==> src/rtl/buffer_pkg.sv <==
// Shared types and line levels for the buffer serial reader.
// The PARITY state is only reachable when BUFFER_SERIAL_READER_PARITY_EN is defined.
package buffer_pkg;

    typedef enum logic [2:0] {
        IDLE,
        START,
        DATA,
        PARITY,
        STOP
    } state_t;

    localparam logic TX_IDLE_LEVEL = 1'b1;
    localparam logic START_LEVEL   = 1'b0;
    localparam logic STOP_LEVEL    = 1'b1;

endpackage

==> src/rtl/baud_tick_gen.sv <==
// Bit-period timer: tick marks the last cycle of each bit, restart realigns the period.
module baud_tick_gen #(
    parameter int CLKS_PER_BIT = 4
) (
    input  logic clock,
    input  logic reset,
    input  logic restart,
    output logic tick
);

    localparam int CW = (CLKS_PER_BIT > 1) ? $clog2(CLKS_PER_BIT) : 1;
    localparam logic [CW-1:0] LAST = CW'(CLKS_PER_BIT - 1);

    logic [CW-1:0] cnt_q;
    logic [CW-1:0] cnt_d;

    assign tick = (cnt_q == LAST);

    // A tick wraps the period naturally; restart forces a fresh period on state changes.
    always_comb begin
        cnt_d = cnt_q + 1'b1;
        if (restart || tick) begin
            cnt_d = '0;
        end
    end

    always_ff @(posedge clock or negedge reset) begin
        if (!reset) begin
            cnt_q <= '0;
        end else begin
            cnt_q <= cnt_d;
        end
    end

endmodule

==> src/rtl/buffer_serial_reader.sv <==
// Drains a buffer head-first and sends each word as start/data(LSB first)/stop frames.
// Define BUFFER_SERIAL_READER_PARITY_EN to insert an even-parity bit before STOP.
module buffer_serial_reader
    import buffer_pkg::*;
#(
    parameter int DATA_WIDTH   = 16,
    parameter int COUNT_WIDTH  = 4,
    parameter int CLKS_PER_BIT = 4
) (
    input  logic                   clock,
    input  logic                   reset,
    input  logic                   enable,
    input  logic [DATA_WIDTH-1:0]  head,
    input  logic [COUNT_WIDTH-1:0] count,
    output logic                   pull,
    output logic                   tx,
    output logic                   busy,
    output logic [15:0]            frames_sent
);

    localparam int BW = $clog2(DATA_WIDTH + 1);
    localparam logic [BW-1:0] LAST_BIT = BW'(DATA_WIDTH - 1);

    state_t                state_q, state_d;
    logic [DATA_WIDTH-1:0] shift_q, shift_d;
    logic [BW-1:0]         bitCnt_q, bitCnt_d;
    logic [15:0]           frames_q, frames_d;
    logic                  tx_q, tx_d;
    logic                  tick;
    logic                  restart;

    // Gated by reset so no pop reaches the buffer while the block is held in reset.
    assign pull        = reset && (state_q == IDLE) && enable && (count != '0);
    assign busy        = (state_q != IDLE);
    assign tx          = tx_q;
    assign frames_sent = frames_q;
    assign restart     = (state_d != state_q);

    baud_tick_gen #(
        .CLKS_PER_BIT(CLKS_PER_BIT)
    ) uBaud (
        .clock  (clock),
        .reset  (reset),
        .restart(restart),
        .tick   (tick)
    );

`ifdef BUFFER_SERIAL_READER_PARITY_EN
    logic parity_q;

    always_ff @(posedge clock or negedge reset) begin
        if (!reset) begin
            parity_q <= 1'b0;
        end else if (pull) begin
            parity_q <= ^head;
        end
    end
`endif

    // tx is computed for the next state so the line changes exactly at bit boundaries.
    always_comb begin
        state_d  = state_q;
        shift_d  = shift_q;
        bitCnt_d = bitCnt_q;
        frames_d = frames_q;
        tx_d     = tx_q;
        case (state_q)
            IDLE: begin
                tx_d = TX_IDLE_LEVEL;
                if (pull) begin
                    state_d  = START;
                    shift_d  = head;
                    bitCnt_d = '0;
                    tx_d     = START_LEVEL;
                end
            end
            START: begin
                if (tick) begin
                    state_d = DATA;
                    tx_d    = shift_q[0];
                end
            end
            DATA: begin
                if (tick) begin
                    if (bitCnt_q == LAST_BIT) begin
`ifdef BUFFER_SERIAL_READER_PARITY_EN
                        state_d = PARITY;
                        tx_d    = parity_q;
`else
                        state_d = STOP;
                        tx_d    = STOP_LEVEL;
`endif
                    end else begin
                        bitCnt_d = bitCnt_q + 1'b1;
                        shift_d  = shift_q >> 1;
                        tx_d     = shift_d[0];
                    end
                end
            end
            PARITY: begin
`ifdef BUFFER_SERIAL_READER_PARITY_EN
                if (tick) begin
                    state_d = STOP;
                    tx_d    = STOP_LEVEL;
                end
`else
                state_d = IDLE;
                tx_d    = TX_IDLE_LEVEL;
`endif
            end
            STOP: begin
                if (tick) begin
                    state_d  = IDLE;
                    frames_d = frames_q + 16'd1;
                    tx_d     = TX_IDLE_LEVEL;
                end
            end
            default: begin
                state_d = IDLE;
                tx_d    = TX_IDLE_LEVEL;
            end
        endcase
    end

    always_ff @(posedge clock or negedge reset) begin
        if (!reset) begin
            state_q  <= IDLE;
            shift_q  <= '0;
            bitCnt_q <= '0;
            frames_q <= '0;
            tx_q     <= TX_IDLE_LEVEL;
        end else begin
            state_q  <= state_d;
            shift_q  <= shift_d;
            bitCnt_q <= bitCnt_d;
            frames_q <= frames_d;
            tx_q     <= tx_d;
        end
    end

endmodule

==> config.mk <==
export PLATFORM = sky130hd
export DESIGN_NAME = buffer_serial_reader
export DESIGN_NICKNAME = d
export VERILOG_FILES = /design/src/rtl/buffer_pkg.sv /design/src/rtl/baud_tick_gen.sv /design/src/rtl/buffer_serial_reader.sv
export SDC_FILE = /design/constraint.sdc
export NUM_CORES = 1
export LEC_CHECK = 0
export ABC_AREA = 1
export BUFFER_PORTS_ARGS = -buffer_cell sky130_fd_sc_hd__buf_2
export CAP_MARGIN = 20
export CORE_MARGIN = 2
export CORE_UTILIZATION = 36
export DETAILED_ROUTE_END_ITERATION = 8
export GPL_ROUTABILITY_DRIVEN = 0
export PLACE_DENSITY = 0.52
export SYNTH_ARGS = -nofsm -noshare
export SYNTH_HDL_FRONTEND = slang
export SYNTH_SLANG_ARGS = --single-unit
==> constraint.sdc <==
create_clock -name clock -period 3.1 [get_ports clock]
set_input_delay 0.31 -clock clock [delete_from_list [all_inputs] [get_ports clock]]
set_output_delay 0.31 -clock clock [all_outputs]
set_load 0.03 [all_outputs]
---- Word-level counts from Yosys, hierarchy flattened ----
Index checks and enable logic that the tools add are counted.
storage, ports and cells
  logic and storage cells ................. 52
  register bits ........................... 43
  input port bits ......................... 23
  output and inout port bits .............. 19
cells by class
  equality and inequality tests ........... 11
  add/subtract/negate cells ............... 3
  multiplexer cells ....................... 21
  reduce and logical (&&, ||, !) cells .... 11
operators by type and width
  kind                                                             number
  16-bit two-way mux                                               3
  16-bit case mux with 2 select lines                              1
  16-bit by 1-bit adder with 16-bit output, second input constant  1
  3-bit two-way mux                                                5
  5-bit two-way mux                                                3
  3-bit case mux with 4 select lines                               1
  5-bit case mux with 2 select lines                               1
  2-bit by 1-bit != test with 1-bit output, second input constant  3
  5-bit by 1-bit adder with 5-bit output, second input constant    1
  5-bit by 4-bit == test with 1-bit output, second input constant  1
  1-bit two-way mux                                                5
  2-bit != test, second input constant                             2
  1-bit case mux with 4 select lines                               1
  4-bit AND reduction                                              1
  4-bit nonzero test                                               1
  3-bit by 1-bit == test with 1-bit output, second input constant  1
  3-bit by 2-bit == test with 1-bit output, second input constant  1
  3-bit == test, second input constant                             1
  1-bit logical AND                                                3
  3-bit zero test                                                  1
  3-bit != test                                                    1
  3-bit AND reduction                                              1
  3-bit nonzero test                                               1
  2-bit by 1-bit adder with 2-bit output, second input constant    1
  other kinds (5)                                                  5

---- Longest topological paths before layout ----
Gate-level depths: netlist (run 1).
  word-level depth ........................ 9
  depth in mapped cells ................... 12
  gate-level depth less buffers ........... 11

---- Modules after synthesis ----
A second synthesis (run 1) with hierarchy kept.
unflattened totals
  cells, all modules ...................... 320
  area total of the unflattened synthesis .. 2424.8 µm²
by module, submodules not included
  module                sequential area each (µm²)  area each (µm²)  instances  cells each
  buffer_serial_reader  1027.2                      2339.7           1          311
  baud_tick_gen         50.0                        85.1             1          9

---- Worst setup path after synthesis (run 1) ----
No wires, ideal clock.
  kind .................................... reg-to-reg
  from .................................... register state_q[0]
  to ...................................... register uBaud.cnt_q[0]
  arrival ................................. 1.581 ns
  required time ........................... 2.984 ns
  path slack .............................. 1.402 ns
  cell stages (with the launch flop) ...... 9
  buffers on the path ..................... 0
  clock period less this slack ............ 1.698 ns
  setup time .............................. 0.116 ns
  cell sequence ........................... dfrtp_1 > inv_1 > nand2_1 > nor2_1 > inv_1 > nor2_1 > nor2_1 > nand2_1 > nor2_1
between the ends
  cells in the longest elaborated chain, start to end .. 9
  elaborated cells between the ends (all ways) .. 16
  those cells by class .................... eq/ne (4); mux (7); reduce/logical (5)
ends and longest elaborated chain
  item                                RTL line                     RTL
  start: declaration                  buffer_serial_reader.sv:24   state_t state_q, state_d;
  start signal: assignment            buffer_serial_reader.sv:133  state_q <= state_d;
  3-bit zero test                     buffer_serial_reader.sv:33   assign pull = reset && (state_q == IDLE) && enable && (count != '0);
  1-bit logical AND (3 in a row)      buffer_serial_reader.sv:33
  net pull                            buffer_serial_reader.sv:15   output logic pull,
  3-bit two-way mux                   buffer_serial_reader.sv:70   if (pull) begin
  3-bit case mux with 4 select lines  buffer_serial_reader.sv:67   case (state_q)
  3-bit != test                       buffer_serial_reader.sv:37   assign restart = (state_d != state_q);
  1-bit logical OR                    baud_tick_gen.sv:22          if (restart || tick) begin
  2-bit two-way mux                   baud_tick_gen.sv:22
  net uBaud.cnt_d[0]                  baud_tick_gen.sv:15          logic [CW-1:0] cnt_d;
  end signal: assignment              baud_tick_gen.sv:31          cnt_q <= cnt_d;
  end: declaration                    baud_tick_gen.sv:14          logic [CW-1:0] cnt_q;
The timed path passes the listed nets, and every way through them passes these cells.
A chain may end at the register's enable or synchronous reset.

---- Worst setup path after layout (run 1) ----
  from .................................... register bitCnt_q[0]
  to ...................................... register bitCnt_q[3]
between the ends
  cells in the longest elaborated chain, start to end .. 4
  elaborated cells between the ends (all ways) .. 7
  those cells by class .................... add/sub (1); eq/ne (2); mux (3); reduce/logical (1)
ends and longest elaborated chain
  item                                    RTL line                     RTL
  start: declaration                      buffer_serial_reader.sv:26   logic [BW-1:0] bitCnt_q, bitCnt_d;
  start signal: assignment                buffer_serial_reader.sv:135  bitCnt_q <= bitCnt_d;
  5-bit by 1-bit adder with 5-bit output  buffer_serial_reader.sv:94   bitCnt_d = bitCnt_q + 1'b1;
  5-bit two-way mux                       buffer_serial_reader.sv:85   if (bitCnt_q == LAST_BIT) begin
  5-bit two-way mux                       buffer_serial_reader.sv:84   if (tick) begin
  5-bit case mux with 2 select lines      buffer_serial_reader.sv:67
Several ways; a longest one is shown, not always the timed one. The select of a mux whose other input is x is not followed.

==> results of run 1 <==
flip-flops by register name (all words and copies together), names as in the netlist:
signal	flops
shift_q	16
tx	1
uBaud.cnt_q	2
state_q	3
bitCnt_q	5
frames_sent	16
cells in the final DEF (no fill, tap or decap), drive strengths merged:
master and count:
a31oi 1, nand3b 4, clkinv 1, o21ai 16, xnor2 3, nand3 8, xor2 5, buf 43
dfstp 1, or2 2, nand2 165, nor2 36, o21a 1, nor3 1, ha 4, a21oi 1
nand4 4, inv 29, dfrtp 42, clkbuf 7
cells in the mapped netlist (all sizes together):
cell,count,area [µm²]
dfstp,1,26.28
a31oi,1,6.260
dfrtp,42,1051
nand3,8,50.05
nand3b,4,30.03
inv,29,113.9
xor2,5,43.79
ha,4,50.05
o21ai,16,80.07
or2,2,12.51
buf,7,65.05
xnor2,3,26.28
nor2,36,145.1
o21a,1,7.510
a21oi,1,5.000
nand4,4,25.02
nor3,1,5.000
nand2,165,626.9
cell families after synthesis:
logic type                 after synthesis  share of synthesized area [%]
and+or+nand+nor                        220                          37.75
DFF                                     43                          45.46
buffers and inverters                   36                          7.550
AOI/OAI and AO/OA                       19                          4.171
xor gates and xnor gates                 8                          2.957
adders and majority gates                4                          2.112
metrics by stage:
stage / hold WS (ns) / power (W) / std cells
finish: 0.1307 / 0.0009277 / 451
global route: 0.1971 / 0.0009731 / 451
CTS: 0.1662 / 0.0009474 / 451
detailed placement: 0.4285 / 0.0006004 / 443
global placement: 0.4241 / 0.0005996 / 443
floorplan: 0.01441 / 0.0005735 / 330
power groups by stage:
stage                     Combinational (W)  Sequential (W)  Clock (W)
after floorplan                  0.00000176        0.000572          0
after global placement            0.0000281        0.000572          0
after detailed placement          0.0000289        0.000572          0
after CTS                         0.0000288        0.000560   0.000358
after global routing              0.0000323        0.000560   0.000380
final                             0.0000271        0.000560   0.000340
area by class of cell:
type                            count  area [µm²]  area share [%]
Clock buffer                        7       76.32           2.824
Clock inverter                      1       5.005          0.1852
Inverter                           29       113.9           4.213
Multi-Input combinational cell    251        1114           41.20
Sequential cell                    43        1077           39.86
Tap cell                           77       96.34           3.565
Timing Repair Buffer               43       220.2           8.148
metal layers:
layer | vias up | routed length, µm
li1 | 1095 | -
met1 | 933 | 2475
met2 | 29 | 2295
met3 | 4 | 160
met4 | 0 | 51
met5 | - | 0
worst max-delay path, delay by kind of cell, from the launching register on:
family                   cells  cell delay (ns)
AND/OR/NAND/NOR              5             0.56
adder cells (fa/ha/maj)      2             0.41
flip-flops                   1             0.40
buffers and inverters        2             0.34
AO/OA/AOI/OAI                1             0.10
worst max-delay path by stage:
stage	cells past startpoint	endpoint	from	slack, ns
finish	10	bitCnt_q[3]$_DFFE_PN0P_	bitCnt_q[0]$_DFFE_PN0P_	1.16
global route	11	shift_q[5]$_DFFE_PN0P_	bitCnt_q[0]$_DFFE_PN0P_	0.92
CTS	10	bitCnt_q[3]$_DFFE_PN0P_	bitCnt_q[0]$_DFFE_PN0P_	1.14
detailed placement	10	bitCnt_q[3]$_DFFE_PN0P_	bitCnt_q[0]$_DFFE_PN0P_	1.15
global placement	10	bitCnt_q[3]$_DFFE_PN0P_	bitCnt_q[0]$_DFFE_PN0P_	1.23
floorplan	8	uBaud.cnt_q[0]$_DFF_PN0_	state_q[0]$_DFF_PN0_	1.40
==> flow_metrics.py, run 1 <==
metrics = {
    "grt": {
        "grt_util_met1_pct": 20.21,
        "grt_overflow_total": 0,
        "antenna_found_initial": 0,
        "grt_pass1_wl_um": 8928,
        "use_met2_pct": 25.07,
        "grt_pass1_vias": 1968,
        "grt_usage_pct": 15.04,
        "grt_max_degree": 44,
        "grt-busiest-layer": "met2",
        "met3_usage_pct": 2.432,
    },
    "worst_setup_path": {
        "cp_common_cell": "nor2_1",
        "r2r_cells": 10,
        "r2r-end": "bitCnt_q[3]$_DFFE_PN0P_",
        "end_kind": "register",
        "r2r_start": "bitCnt_q[0]$_DFFE_PN0P_",
        "r2r_slack_ns": 1.16,
        "cpPeakStageDelay_ns": 0.40,
        "cp.arrival_ns": 2.11,
        "worstPathMaxFanout": 21,
        "cp.required_ns": 3.27,
        "setup.worst_path.start_class": "register",
        "crit_slowest_cell": "dfrtp_1",
        "critPathKind": "register to register",
        "path_cells": "ha_1 > nand2_1 > nor2_1 > ha_1 > inv_1 > nor2_1 > nor2_1 > nand2_2 > inv_4 > o21ai_0",
    },
    "synthesis": {
        "ys_seq_elements": 43,
        "ys_seq_area_share_pct": 45.46,
        "netlist_area_um2": 2370,
        "syn_nets": 357,
        "yosys_warnings": 0,
        "syn_area_per_cell_um2": 7.181,
        "syn_inst": 330,
        "ys_types": 27,
    },
    "clock_network": {
        "cts.sinks": 43,
        "root_buffer": "clkbuf_8",
        "insertion_delay_ns": 0.29,
        "clock_path_buffers": 2,
        "cts_tree": "yes",
        "holdBufCountCts": 0,
        "cts_setup_buffers": 0,
        "cts.repair.resized": 0,
        "h-tree-depth": 2,
        "clk_pin_slew_worst_paths_ns": 0.08,
        "cts_buffers": 5,
    },
    "sta": {
        "fin_ws_ns": 1.163,
        "timing.final.crit_share_pct": 62.49,
        "relSlewSlack_pct": 63.41,
        "slew_viol_final": 0,
        "rsz0062_at_grt": "false",
        "timing.fmax_mhz": 516.2,
        "finalSetupTns_ns": 0,
        "setup_viol": 0,
        "final.min_clock_period_ns": 1.937,
        "finalHoldViolCount": 0,
        "tightest_slew_ns": 0.5489,
        "fin_worst_skew_ns": 0.006018,
    },
    "placed_design": {
        "place_ws_ns": 1.151,
        "place_area_um2": 2621,
        "port_buffers": 41,
        "dpl.hpwl_um": 3611,
    },
    "power": {
        "switching_share_pct": 21.33,
        "power_switching_w": 0.0001979,
        "p_leak_nw": 1.477,
        "powerDensity_nw_per_um2": 343.3,
        "p_int_w": 0.0007298,
        "ir_drop_uv": 178.0,
        "p_seq_share_pct": 60.4,
        "pwr-share-comb_pct": 2.9,
        "clock_power_share_pct": 36.7,
    },
    "detailed_routing": {
        "wl_per_cell_um": 11.05,
        "routed_wl_um": 4983,
        "first_pass_iters": 4,
        "routed-via-count": 2061,
        "vias_per_cell": 4.570,
        "drcViolationCount": 0,
        "route.antenna.remaining_nets": 0,
        "drtIter0Drc": 97,
    },
    "layout": {
        "final_nets": 400,
        "fillers": 658,
        "drive_gt1_share_pct": 16.84,
        "antennaDiodeCount": 0,
        "area_growth_pct": 14.04,
        "final_util_pct": 42.56,
        "fin_area_um2": 2703,
    },
    "floorplanning": {
        "rows": 29,
        "coreArea_um2": 6350,
        "num_io_pins": 42,
        "die_width_um": 85.14,
        "die_area_um2": 7248,
        "die_h_um": 85.14,
        "floorplan.initialDensity_pct": 37.32,
    },
    "flow_run": {
        "maxCapViolCount": 0,
    },
    "outcome": {
        "status": "finished, final reports clean",
    },
    "worst_hold_path": {
        "hold_class": "primary input to async pin",
    },
}
No activity file was read; power rests on OpenSTA's default activity.
==> run 2: changes to the inputs <==
- clock period: 3.1 -> 1.8 ns (I/O delays scaled with it)
==> flow_metrics.py, run 2 (synthesis results as in run 1) <==
metrics = {
    "outcome": {
        "status": "finished with violations",
        "violations": "hold timing",
    },
    "detailed_routing": {
        "first_pass_iters": 4,
        "vias_per_cell": 4.512,
        "wl_per_cell_um": 11.08,
        "routed-via-count": 2062,
        "routed_wl_um": 5065,
        "drtIter0Drc": 70,
        "route.antenna.remaining_nets": 0,
        "drcViolationCount": 0,
    },
    "placed_design": {
        "place_ws_ns": 0.01414,
        "port_buffers": 41,
        "dpl.hpwl_um": 3654,
    },
    "power": {
        "powerDensity_nw_per_um2": 635.6,
        "ir_drop_uv": 341.1,
        "p_leak_nw": 1.524,
    },
    "grt": {
        "grt_pass1_vias": 2067,
        "grt_usage_pct": 15.45,
        "grt_max_degree": 44,
        "grt_overflow_total": 0,
        "antenna_found_initial": 0,
        "grt_pass1_wl_um": 8949,
    },
    "worst_setup_path": {
        "cp.arrival_ns": 1.89,
        "path_delay_family": "simple AND/OR/NAND/NOR gates",
        "path_depth": 10,
        "setup.worst_path.end": "bitCnt_q[0]$_DFFE_PN0P_",
        "end_kind": "register",
        "cpPeakStageDelay_ns": 0.40,
        "crit_slowest_cell": "dfrtp_1",
        "r2r_cells": 10,
        "setup.worst_path.start_class": "register",
        "startpoint": "bitCnt_q[0]$_DFFE_PN0P_",
        "critPathKind": "register to register",
        "cp.required_ns": 1.98,
        "worstPathMaxFanout": 5,
        "r2r_start": "bitCnt_q[0]$_DFFE_PN0P_",
        "r2r-end": "bitCnt_q[0]$_DFFE_PN0P_",
        "path_cells": "ha_2 > nand2_1 > nor2_1 > ha_2 > inv_2 > nor2_1 > nor2_2 > nand2_4 > buf_6 > o21a_1",
        "r2r_slack_ns": 0.09,
        "path_buf_inv": 2,
    },
    "sta": {
        "slew_viol_final": 0,
        "timing.final.crit_share_pct": 94.78,
        "finalSetupTns_ns": 0,
        "timing.fmax_mhz": 586.2,
        "fin_worst_skew_ns": 0.009713,
        "fin_ws_ns": 0.09403,
        "rsz0062_at_grt": "false",
        "tightest_slew_ns": 0.5432,
        "relSlewSlack_pct": 63.78,
        "final.min_clock_period_ns": 1.706,
        "finalHoldViolCount": 3,
        "setup_viol": 0,
        "timing.hold.ws_ns": -0.004944,
    },
    "floorplanning": {
        "rows": 29,
        "num_io_pins": 42,
        "die_h_um": 85.14,
        "die_width_um": 85.14,
        "coreArea_um2": 6350,
        "floorplan.initialDensity_pct": 37.32,
        "die_area_um2": 7248,
    },
    "layout": {
        "final_common_cell": "nand2_1",
        "most-common-layout-cells": "nand2_1 (163), dfrtp_1 (42), buf_2 (40)",
        "area_growth_pct": 18.85,
        "final_nets": 406,
        "antennaDiodeCount": 0,
        "drive_gt1_share_pct": 19.74,
    },
    "flow_run": {
        "maxCapViolCount": 0,
    },
    "clock_network": {
        "holdBufCountCts": 0,
        "insertion_delay_ns": 0.30,
        "clock_path_buffers": 2,
        "root_buffer": "clkbuf_8",
        "cts.sinks": 43,
        "h-tree-depth": 2,
        "cts_tree": "yes",
        "cts_buffers": 5,
        "clk_pin_slew_worst_paths_ns": 0.09,
    },
    "worst_hold_path": {
        "hold_class": "primary input to async pin",
    },
}
run 2: final cells by class:
class,count,area [µm²]
fill,653,3533
timing repair buffer,48,271.5
tap,77,96.34
clock buffer,6,82.58
inverter,29,116.4
sequential,43,1077
clock inverter,2,35.03
multi-input combinational,252,1137
run 2: power by group:
| group | switching [W] | internal (W) |
|---|---|---|
| sequential | 0 | 0.000965 |
| clock | 0.000329 | 0.000449 |
| combinational | 0.0000281 | 0.0000192 |
run 2: timing repair:
item,CTS,global route
setup buffers,0,2
cloned,0,1
pin swaps,0,2
resized for setup,1,12
setup endpoints to repair,1,18
run 2: through the flow:
step | hold WS (ns) | util [%] | area [µm²] | instances | total power (W)
3_5_place_dp | 0.3515 | 41.64 | 2644 | 446 | 0.001034
3_3_place_gp | 0.3527 | 41.64 | 2644 | 446 | 0.001033
5_1_grt | 0.05093 | 44.35 | 2816 | 457 | 0.001878
4_1_cts | 0.01863 | 43.53 | 2764 | 454 | 0.001830
2_1_floorplan | -0.1156 | - | 2370 | 330 | 0.0009876
6_report | -0.004944 | 44.35 | 2816 | 457 | 0.001790
run 2: worst min path at each step:
stage	from	to	slack, ns	cells past startpoint
after floorplan	reset	bitCnt_q[0]$_DFFE_PN0P_	-0.12	0
after global placement	reset	shift_q[14]$_DFFE_PN0P_	0.35	2
after detailed placement	reset	shift_q[15]$_DFFE_PN0P_	0.35	2
after CTS	reset	shift_q[15]$_DFFE_PN0P_	0.02	2
after global routing	reset	shift_q[15]$_DFFE_PN0P_	0.05	2
final	reset	shift_q[15]$_DFFE_PN0P_	-0.005	2
run 2: routing by layer:
| metal | part of all wire (%) | GRT usage [%] |
|---|---|---|
| met5 | 0 | 0 |
| met4 | 1.3 | 6.061 |
| met2 | 44 | 25.92 |
| met3 | 3.2 | 2.724 |
| met1 | 51 | 19.81 |
==> run 3: changes to the inputs <==
- CORE_ASPECT_RATIO: unset -> 2
- GPL_TIMING_DRIVEN: unset -> 0
==> flow_metrics.py, run 3 (synthesis results as in run 1) <==
metrics = {
    "grt": {
        "grt_pass1_vias": 2166,
        "grt_max_degree": 45,
        "grt_overflow_total": 0,
        "grt_pass1_wl_um": 9653,
        "grt_usage_pct": 17.60,
        "antenna_found_initial": 0,
    },
    "worst_setup_path": {
        "cp.arrival_ns": 1.83,
        "critPathKind": "register to register",
        "cp.required_ns": 1.97,
        "worstPathMaxFanout": 7,
        "end_kind": "register",
        "setup.worst_path.start_class": "register",
    },
    "layout": {
        "antennaDiodeCount": 0,
        "area_growth_pct": 21.59,
        "final_common_cell": "nand2_1",
        "drive_gt1_share_pct": 21.47,
        "fin_area_um2": 2882,
        "most-common-layout-cells": "nand2_1 (159), dfrtp_1 (42), buf_2 (40)",
        "final_nets": 408,
        "stdcell_count": 468,
    },
    "sta": {
        "timing.fmax_mhz": 600.6,
        "timing.hold.ws_ns": -0.1222,
        "rsz0062_at_grt": "true",
        "tightest_slew_ns": 0.5545,
        "setup_viol": 0,
        "timing.final.crit_share_pct": 92.51,
        "relSlewSlack_pct": 63.03,
        "fin_worst_skew_ns": 0.004757,
        "final.min_clock_period_ns": 1.665,
        "finalHoldViolCount": 42,
        "slew_viol_final": 0,
    },
    "clock_network": {
        "cts.sinks": 43,
        "h-tree-depth": 2,
        "cts_tree": "yes",
        "root_buffer": "clkbuf_16",
        "insertion_delay_ns": 0.29,
        "clock_path_buffers": 2,
        "clk_pin_slew_worst_paths_ns": 0.06,
        "cts_buffers": 5,
    },
    "power": {
        "powerDensity_nw_per_um2": 661.1,
        "power_w": 0.001905,
        "p_leak_nw": 1.549,
        "ir_drop_uv": 418.9,
    },
    "floorplanning": {
        "die_width_um": 61.37,
        "floorplan.initialDensity_pct": 37.25,
        "die_area_um2": 7287,
        "coreArea_um2": 6361,
        "die_h_um": 118.7,
        "rows": 41,
        "num_io_pins": 42,
    },
    "detailed_routing": {
        "route.antenna.remaining_nets": 0,
        "drcViolationCount": 0,
        "first_pass_iters": 4,
        "routed_wl_um": 5619,
        "drtIter0Drc": 74,
        "wl_per_cell_um": 12.01,
        "routed-via-count": 2093,
        "vias_per_cell": 4.472,
    },
    "outcome": {
        "status": "finished with violations",
        "violations": "hold timing",
    },
    "flow_run": {
        "maxCapViolCount": 0,
    },
    "worst_hold_path": {
        "hold_class": "primary input to async pin",
    },
    "placed_design": {
        "port_buffers": 41,
        "place_area_um2": 2683,
        "dpl.cell_count": 457,
        "dpl.hpwl_um": 4226,
    },
}
run 3: cell types whose count changed in the layout (fill, tap and decap cells not counted), sizes merged:
| cell | delta |
|---|---|
| clkbuf | -1 |
| nand2 | -1 |
| buf | +3 |
| clkinvlp | +2 |
| bufinv | -1 |
run 3: worst max-delay path, stage by stage, from the launching register on:
cell and delay, ns:
dfrtp_1 0.38, ha_2 0.19, nand2_2 0.07, nor2_4 0.09
ha_2 0.19, inv_2 0.04, nor2_1 0.09, nor2_1 0.06
nand2_2 0.12, inv_4 0.07, buf_4 0.14, nand2_1 0.04
o21ai_0 0.07
run 3: final cells by class:
cell class                      instances  area, µm²
Fill cell                             721       3480
Multi-Input combinational cell        251       1136
Inverter                               29      113.9
Tap cell                               86      107.6
Clock buffer                            5      125.1
Sequential cell                        43       1077
Buffer                                  7      68.82
Timing Repair Buffer                   44      232.7
Clock inverter                          3      20.02
run 3: worst paths after layout:
kind,startpoint,to,slack [ns],cells after the start
worst max-delay path,bitCnt_q[0]$_DFFE_PN0P_,bitCnt_q[3]$_DFFE_PN0P_,0.13,12
worst min-delay path,reset,frames_sent[0]$_DFFE_PN0P_,-0.12,1
worst max register to register,bitCnt_q[0]$_DFFE_PN0P_,bitCnt_q[3]$_DFFE_PN0P_,0.13,12
worst min register to register,uBaud.cnt_q[0]$_DFF_PN0_,uBaud.cnt_q[0]$_DFF_PN0_,0.43,1
max in group asynchronous,reset,state_q[1]$_DFF_PN0_,1.54,1
min in group clock,head[0],shift_q[0]$_DFFE_PN0P_,0.12,3
run 3: repair_timing:
action                                  in CTS  in global routing
setup buffers                                0                  3
gates cloned                                 0                  0
endpoints found under the hold margin       42                 42
pin swaps                                    0                  3
endpoints found under the setup margin       1                 19
resized for setup                            1                 12
run 3: per-stage QoR:
step                       TNS, ns  util [%]  setup WS [ns]
final                            0     45.30         0.1349
after global routing      -0.01740     45.30      -0.006972
after CTS                        0     44.49      0.0005845
after detailed placement    -2.967     42.17        -0.2048
after global placement      -3.026     42.17        -0.2150
after floorplan                  0         -         0.1024
run 3: power breakdown:
part | internal [W] | total, W | switching [W]
clock | 0.000511 | 0.000894 | 0.000383
combinational | 0.0000184 | 0.0000448 | 0.0000264
sequential | 0.000966 | 0.000966 | 0
total | 0.00150 | 0.00191 | 0.000409
run 3: metal layers:
layer	track usage (%)	vias up	part of all wire, %
li1	-	1107	-
met1	17.93	948	38
met2	32.25	29	57
met3	4.048	9	3.3
met4	6.915	0	2.5
met5	0	-	0
